`config.mk`:
```
export PLATFORM = sky130hd
export DESIGN_NAME = bin2xs3_seq_flat
export DESIGN_NICKNAME = d
export VERILOG_FILES = /design/src/rtl/bin2xs3_seq_if.sv /design/src/rtl/bin2xs3_seq.sv /design/src/flat_wrapper.sv
export SDC_FILE = /design/constraint.sdc
export NUM_CORES = 1
export LEC_CHECK = 0
export BUFFER_PORTS_ARGS = -buffer_cell sky130_fd_sc_hd__buf_2
export CAP_MARGIN = 20
export CELL_PAD_IN_SITES_DETAIL_PLACEMENT = 1
export CELL_PAD_IN_SITES_GLOBAL_PLACEMENT = 1
export CORE_UTILIZATION = 40
export DETAILED_ROUTE_END_ITERATION = 16
export PLACE_DENSITY_LB_ADDON = 0.1
export SYNTH_ARGS = -nofsm -noshare
export SYNTH_HDL_FRONTEND = slang
export SYNTH_SLANG_ARGS = --single-unit
```
`constraint.sdc`:
```
create_clock -name clk -period 1.5 [get_ports clk]
set_clock_uncertainty 0.05 [all_clocks]
set_input_delay 0.225 -clock clk [delete_from_list [all_inputs] [get_ports clk]]
set_output_delay 0.225 -clock clk [all_outputs]
set_load 0.01 [all_outputs]
```
`src/rtl/bin2xs3_seq_if.sv`:
```
// Start/busy/done handshake bundle for the sequential binary-to-decimal
// converter. The requester drives the operand; the converter returns the result.
interface bin2xs3_seq_if #(
    parameter int WIDTH  = 8,
    parameter int DIGITS = 3
);
    logic                start;
    logic                mode;
    logic [WIDTH-1:0]    din;
    logic                busy;
    logic                done;
    logic                overflow;
    logic [4*DIGITS-1:0] dout;

    modport master (
        output start, mode, din,
        input  busy, done, overflow, dout
    );

    modport slave (
        input  start, mode, din,
        output busy, done, overflow, dout
    );
endinterface

```
`src/rtl/bin2xs3_seq.sv`:
```
// Shift-and-add-3 binary to packed decimal converter, one bit per clock,
// with excess-3 or plain BCD output selected per conversion.
module bin2xs3_seq #(
    parameter int WIDTH  = 8,
    parameter int DIGITS = 3
) (
    input  logic          clk,
    input  logic          rst,
    bin2xs3_seq_if.slave  bus
);
    localparam int DW = 4 * DIGITS;
    localparam int CW = $clog2(WIDTH + 1);
    localparam int TW = DW + WIDTH;

    typedef enum logic [1:0] {
        S_IDLE,
        S_SHIFT,
        S_FINISH
    } state_t;

    state_t          r_state;
    logic [WIDTH-1:0] r_bin;
    logic [DW-1:0]   r_dig;
    logic            r_mode;
    logic [CW-1:0]   r_cnt;
    logic            r_ovf;
    logic [DW-1:0]   r_dout;
    logic            r_oflow;
    logic            r_done;

    state_t          w_state_n;
    logic [WIDTH-1:0] w_bin_n;
    logic [DW-1:0]   w_dig_n;
    logic            w_mode_n;
    logic [CW-1:0]   w_cnt_n;
    logic            w_ovf_n;
    logic [DW-1:0]   w_dout_n;
    logic            w_oflow_n;
    logic            w_done_n;

    logic [DW-1:0]   w_adj;
    logic [DW-1:0]   w_xs3;
    logic [TW-1:0]   w_cat;
    logic [TW-1:0]   w_sh;

    // Per-digit corrections are independent 4-bit adds; no carry crosses digits.
    always_comb begin
        w_adj = '0;
        w_xs3 = '0;
        for (int k = 0; k < DIGITS; k++) begin
            w_adj[4*k +: 4] = (r_dig[4*k +: 4] >= 4'd5)
                            ? r_dig[4*k +: 4] + 4'd3
                            : r_dig[4*k +: 4];
            w_xs3[4*k +: 4] = r_dig[4*k +: 4] + 4'd3;
        end
        w_cat = {w_adj, r_bin};
        w_sh  = w_cat << 1;
    end

    always_comb begin
        w_state_n = r_state;
        w_bin_n   = r_bin;
        w_dig_n   = r_dig;
        w_mode_n  = r_mode;
        w_cnt_n   = r_cnt;
        w_ovf_n   = r_ovf;
        w_dout_n  = r_dout;
        w_oflow_n = r_oflow;
        w_done_n  = 1'b0;
        unique case (r_state)
            S_IDLE: begin
                if (bus.start) begin
                    w_bin_n   = bus.din;
                    w_mode_n  = bus.mode;
                    w_dig_n   = '0;
                    w_ovf_n   = 1'b0;
                    w_cnt_n   = CW'(WIDTH);
                    w_state_n = S_SHIFT;
                end
            end
            S_SHIFT: begin
                w_dig_n = w_sh[TW-1:WIDTH];
                w_bin_n = w_sh[WIDTH-1:0];
                // Bit shifted out of the top digit means the value exceeds 10^DIGITS.
                w_ovf_n = r_ovf | w_adj[DW-1];
                w_cnt_n = r_cnt - CW'(1);
                if (r_cnt == CW'(1)) begin
                    w_state_n = S_FINISH;
                end
            end
            S_FINISH: begin
                w_dout_n  = r_mode ? w_xs3 : r_dig;
                w_oflow_n = r_ovf;
                w_done_n  = 1'b1;
                w_state_n = S_IDLE;
            end
            default: begin
                w_state_n = S_IDLE;
            end
        endcase
    end

    always_ff @(posedge clk or posedge rst) begin
        if (rst) begin
            r_state <= S_IDLE;
            r_bin   <= '0;
            r_dig   <= '0;
            r_mode  <= 1'b0;
            r_cnt   <= '0;
            r_ovf   <= 1'b0;
            r_dout  <= '0;
            r_oflow <= 1'b0;
            r_done  <= 1'b0;
        end else begin
            r_state <= w_state_n;
            r_bin   <= w_bin_n;
            r_dig   <= w_dig_n;
            r_mode  <= w_mode_n;
            r_cnt   <= w_cnt_n;
            r_ovf   <= w_ovf_n;
            r_dout  <= w_dout_n;
            r_oflow <= w_oflow_n;
            r_done  <= w_done_n;
        end
    end

    assign bus.busy     = (r_state != S_IDLE);
    assign bus.done     = r_done;
    assign bus.overflow = r_oflow;
    assign bus.dout     = r_dout;
endmodule

```
`src/flat_wrapper.sv`:
```
// flat-port wrapper written by rule: the top's interface ports become plain ports
module bin2xs3_seq_flat 
#(
    parameter int WIDTH  = 8,
    parameter int DIGITS = 3
)
  (clk, rst, bus_start, bus_mode, bus_din, bus_busy, bus_done, bus_overflow, bus_dout);
  bin2xs3_seq_if #(.WIDTH(WIDTH), .DIGITS(DIGITS)) bus_i ();
  input  logic clk;
  input  logic rst;
  input wire logic [$bits(bus_i.start)-1:0] bus_start;
  input wire logic [$bits(bus_i.mode)-1:0] bus_mode;
  input wire logic [$bits(bus_i.din)-1:0] bus_din;
  output wire logic [$bits(bus_i.busy)-1:0] bus_busy;
  output wire logic [$bits(bus_i.done)-1:0] bus_done;
  output wire logic [$bits(bus_i.overflow)-1:0] bus_overflow;
  output wire logic [$bits(bus_i.dout)-1:0] bus_dout;
  assign bus_i.start = bus_start;
  assign bus_i.mode = bus_mode;
  assign bus_i.din = bus_din;
  assign bus_busy = bus_i.busy;
  assign bus_done = bus_i.done;
  assign bus_overflow = bus_i.overflow;
  assign bus_dout = bus_i.dout;
  bin2xs3_seq #(.WIDTH(WIDTH), .DIGITS(DIGITS)) u_core (.clk(clk), .rst(rst), .bus(bus_i));
endmodule
```
==> flow_summary.json <==
{
  "synth.net_count": 239,
  "detail_route.drc_violations": 0,
  "final_max_slew_viol_count": 0,
  "clk_pin_slew_ns": 0.08,
  "ys_ff_latch": 42,
  "critical_path_sink_type": "flip-flop",
  "cts_buffer_depth": 2,
  "finalNetCount": 285,
  "rsz0062_at_grt": "yes",
  "vdd_drop_max_uv": 894,
  "chipWidth_um": 75.3,
  "timing.max_slew.rel_slack_pct": 72.0,
  "min-delay-path-class": "in -> reg",
  "grt_use_total_pct": 19.1,
  "outcome": "complete, but fails checks",
  "yosysWarnings": 0,
  "arrival_ns": 1.69,
  "worstSetupPathType": "reg -> reg",
  "io_buffer_count": 26,
  "design.die.area_um2": 5660,
  "detail_route.vias_per_cell": 5.03,
  "setup-violations-final": 1,
  "worstMarginPinSlew_ns": 0.420,
  "maximum_number_of_pins_on_one_net_before_global_route_repair": 43,
  "finalWeightedCongestion": 0.832,
  "power.total_uw": 6290,
  "vias_in_the_first_global_route": 1727,
  "die-height_um": 75.3,
  "firstDrtPassIters": 4,
  "antennaDiodeCount": 0,
  "detail-route-antenna-nets": 0,
  "clock_insertion_delay_worst_skew_ns": 0.29,
  "cts-buffers-inserted": 5,
  "max_cap_violations": 0,
  "routedWlPerCell_um": 15.1,
  "final_core_utilization_pct": 52.2,
  "r2r_slack_ns": -0.03,
  "tritoncts_clock_tree": "done",
  "start_util_pct": 41.8,
  "synth_top_cell_area_share_pct": 49.0,
  "area_growth_pct": 24.9,
  "post-place-cells": 319,
  "syn_area_per_cell_um2": 9.80,
  "drt_iter0_drcs": 64,
  "placement_rows": 26,
  "period_minus_slack_ns": 1.53,
  "number_of_antenna_violations_at_the_first_check_in_global_routing": 0,
  "h-tree-depth": 2,
  "fmax_mhz": 655,
  "failing_checks": "setup timing",
  "layout.filler_cells": 629,
  "synth.top_cells.by_area": "dfrtp_1 (49%), nand2_1 (7.5%), o21ai_0 (6.1%)",
  "list_of_most_frequent_post_synthesis_cells": "nand2_1 (43), dfrtp_1 (42), o21ai_0 (26)",
  "worstSetupStartpointType": "flip-flop",
  "most_common_cell_in_the_synthesized_netlist": "nand2_1",
  "synth_cell_types": 32,
  "grt_first_pass_wirelength_um": 8020,
  "synth_cells": 219,
  "critical_path_required_ns": 1.66,
  "post-dp-hpwl_um": 3480,
  "cp_cell_sequence": "inv_2 > ha_2 > nand2b_4 > a21oi_2 > mux2_4 > o21ai_1",
  "critical_path.max_fanout": 3,
  "postSynth.asyncResetShare_pct": 100,
  "fin_tns_setup_ns": -0.0268,
  "pwr_density_cell_nw_per_um2": 2350,
  "ctsRootBufferMaster": "clkbuf_8",
  "grt_overflow": 0,
  "netlist.top_cell.by_area": "dfrtp_1",
  "boundaryPins": 27,
  "ys_seq_area_share_pct": 49.0,
  "timing.critical_path.slowest_stage_cell": "dfrtp_1",
  "timing.critical_path.slowest_cell_delay_ns": 0.36,
  "finalHoldViolCount": 0,
  "netlist_area_um2": 2150,
  "final_critical_path_setup_slack_ns": -0.0268,
  "synth-main-ff-cell": "dfrtp_1",
  "static_leakage_uw": 0.00125,
  "layout.cells.non_filler": 335,
  "number_of_flops_mapped_to_enable_cells_by_yosys": 0,
  "tcrit_tclk_final_pct": 102,
  "critPathTopFamily": "flip-flops",
  "totalWireLength_um": 5070,
  "final_layout_size_suffix_gt1_share_pct": 31.7,
  "placeableCoreArea_um2": 5140,
  "worst-path-buf-inv": 1,
  "via_count": 1684,
  "sinks_on_clock_net": 42
}
-- metal layers --
layer | routed length (um) | GRT usage (%) | part of all wire, % | vias up
met1 | 2240 | 23.4 | 44 | 828
li1 | - | - | - | 821
met3 | 140 | 2.81 | 2.8 | 7
met4 | 61 | 6.58 | 1.2 | 0
met5 | 0 | 0 | 0 | -
met2 | 2630 | 34.3 | 52 | 28
-- cells by family (layout without fill, tap and decap cells) --
logic type	Yosys count	in the layout	synth area share [%]
DFF	42	42	49.0
adders and majority gates	8	8	4.66
xor gates and xnor gates	15	15	6.12
buffers and inverters	25	71	7.05
AOI/OAI and AO/OA	53	53	15.6
muxes	3	3	1.57
and+or+nand+nor	73	73	16.0
-- sequential cells by signal, indices dropped and copies added (netlist names) --
name and flops:
u_core.r_cnt 4, u_core.r_state 2, u_core.r_dig 12, u_core.r_bin 8
u_core.bus.done 1, u_core.bus.overflow 1, u_core.r_mode 1, u_core.r_ovf 1
u_core.bus.dout 12
-- cell type report --
cell class	count	area [um^2]	share of cell area, %
multi-input cells	152	1040	38.8
inverters	11	41.3	1.54
clock buffers	7	76.3	2.85
well taps	70	87.6	3.27
flip-flops and latches	42	1050	39.2
repair buffers	53	385	14.4
-- stage by stage --
step                setup WS, ns  hold WS (ns)  instance area (um^2)
global route              -0.129        0.0985                  2680
floorplan                0.00516         0.280                  2180
finish                   -0.0268        0.0897                  2680
global placement          0.0727         0.248                  2470
detailed placement       -0.0143         0.253                  2470
CTS                      0.00842        0.0880                  2590
-- repair_timing --
item | in CTS | in global routing
setup buffers | 2 | 6
hold buffers | 1 | 0
resized for setup | 5 | 10
endpoints found under the hold margin | 42 | 0
gates cloned | 0 | 0
setup endpoints to repair | 4 | 7
pin swaps | 3 | 7
-- cell usage in the layout, fill, tap and decap left out, types with 5 or more instances in the layout --
cell type,instances
a22oi_1,6
buf_2,26
buf_4,22
clkbuf_8,5
dfrtp_1,42
inv_1,5
inv_2,6
nand2_1,43
nand3_1,10
o21ai_0,23
o21ai_1,6
xnor2_1,9
xor2_1,6
-- worst min-delay path: cells and delay by family --
kind | cells | cell delay [ns]
buf+inv | 1 | 0.08
simple gates | 2 | 0.10
-- power by group --
group | total, uW | internal (uW) | switching [uW]
Clock | 674 | 321 | 353
Sequential | 2130 | 1630 | 497
Combinational | 3490 | 1760 | 1730
-- worst paths after layout --
check	startpoint	cells past startpoint	endpoint
setup reg to reg	u_core.r_dig[1]$_DFFE_PP0P_	6	u_core.r_dig[2]$_DFFE_PP0P_
hold / removal	bus_mode	3	u_core.r_mode$_DFFE_PP0P_
min in group asynchronous	rst	4	u_core.bus.overflow$_DFFE_PP0P_
hold reg to reg	u_core.bus.dout[5]$_DFFE_PP0P_	2	u_core.bus.dout[5]$_DFFE_PP0P_
setup / recovery	u_core.r_dig[1]$_DFFE_PP0P_	6	u_core.r_dig[2]$_DFFE_PP0P_
max in group asynchronous	rst	4	u_core.r_dig[8]$_DFFE_PP0P_
(Power assumes the default switching activity.)
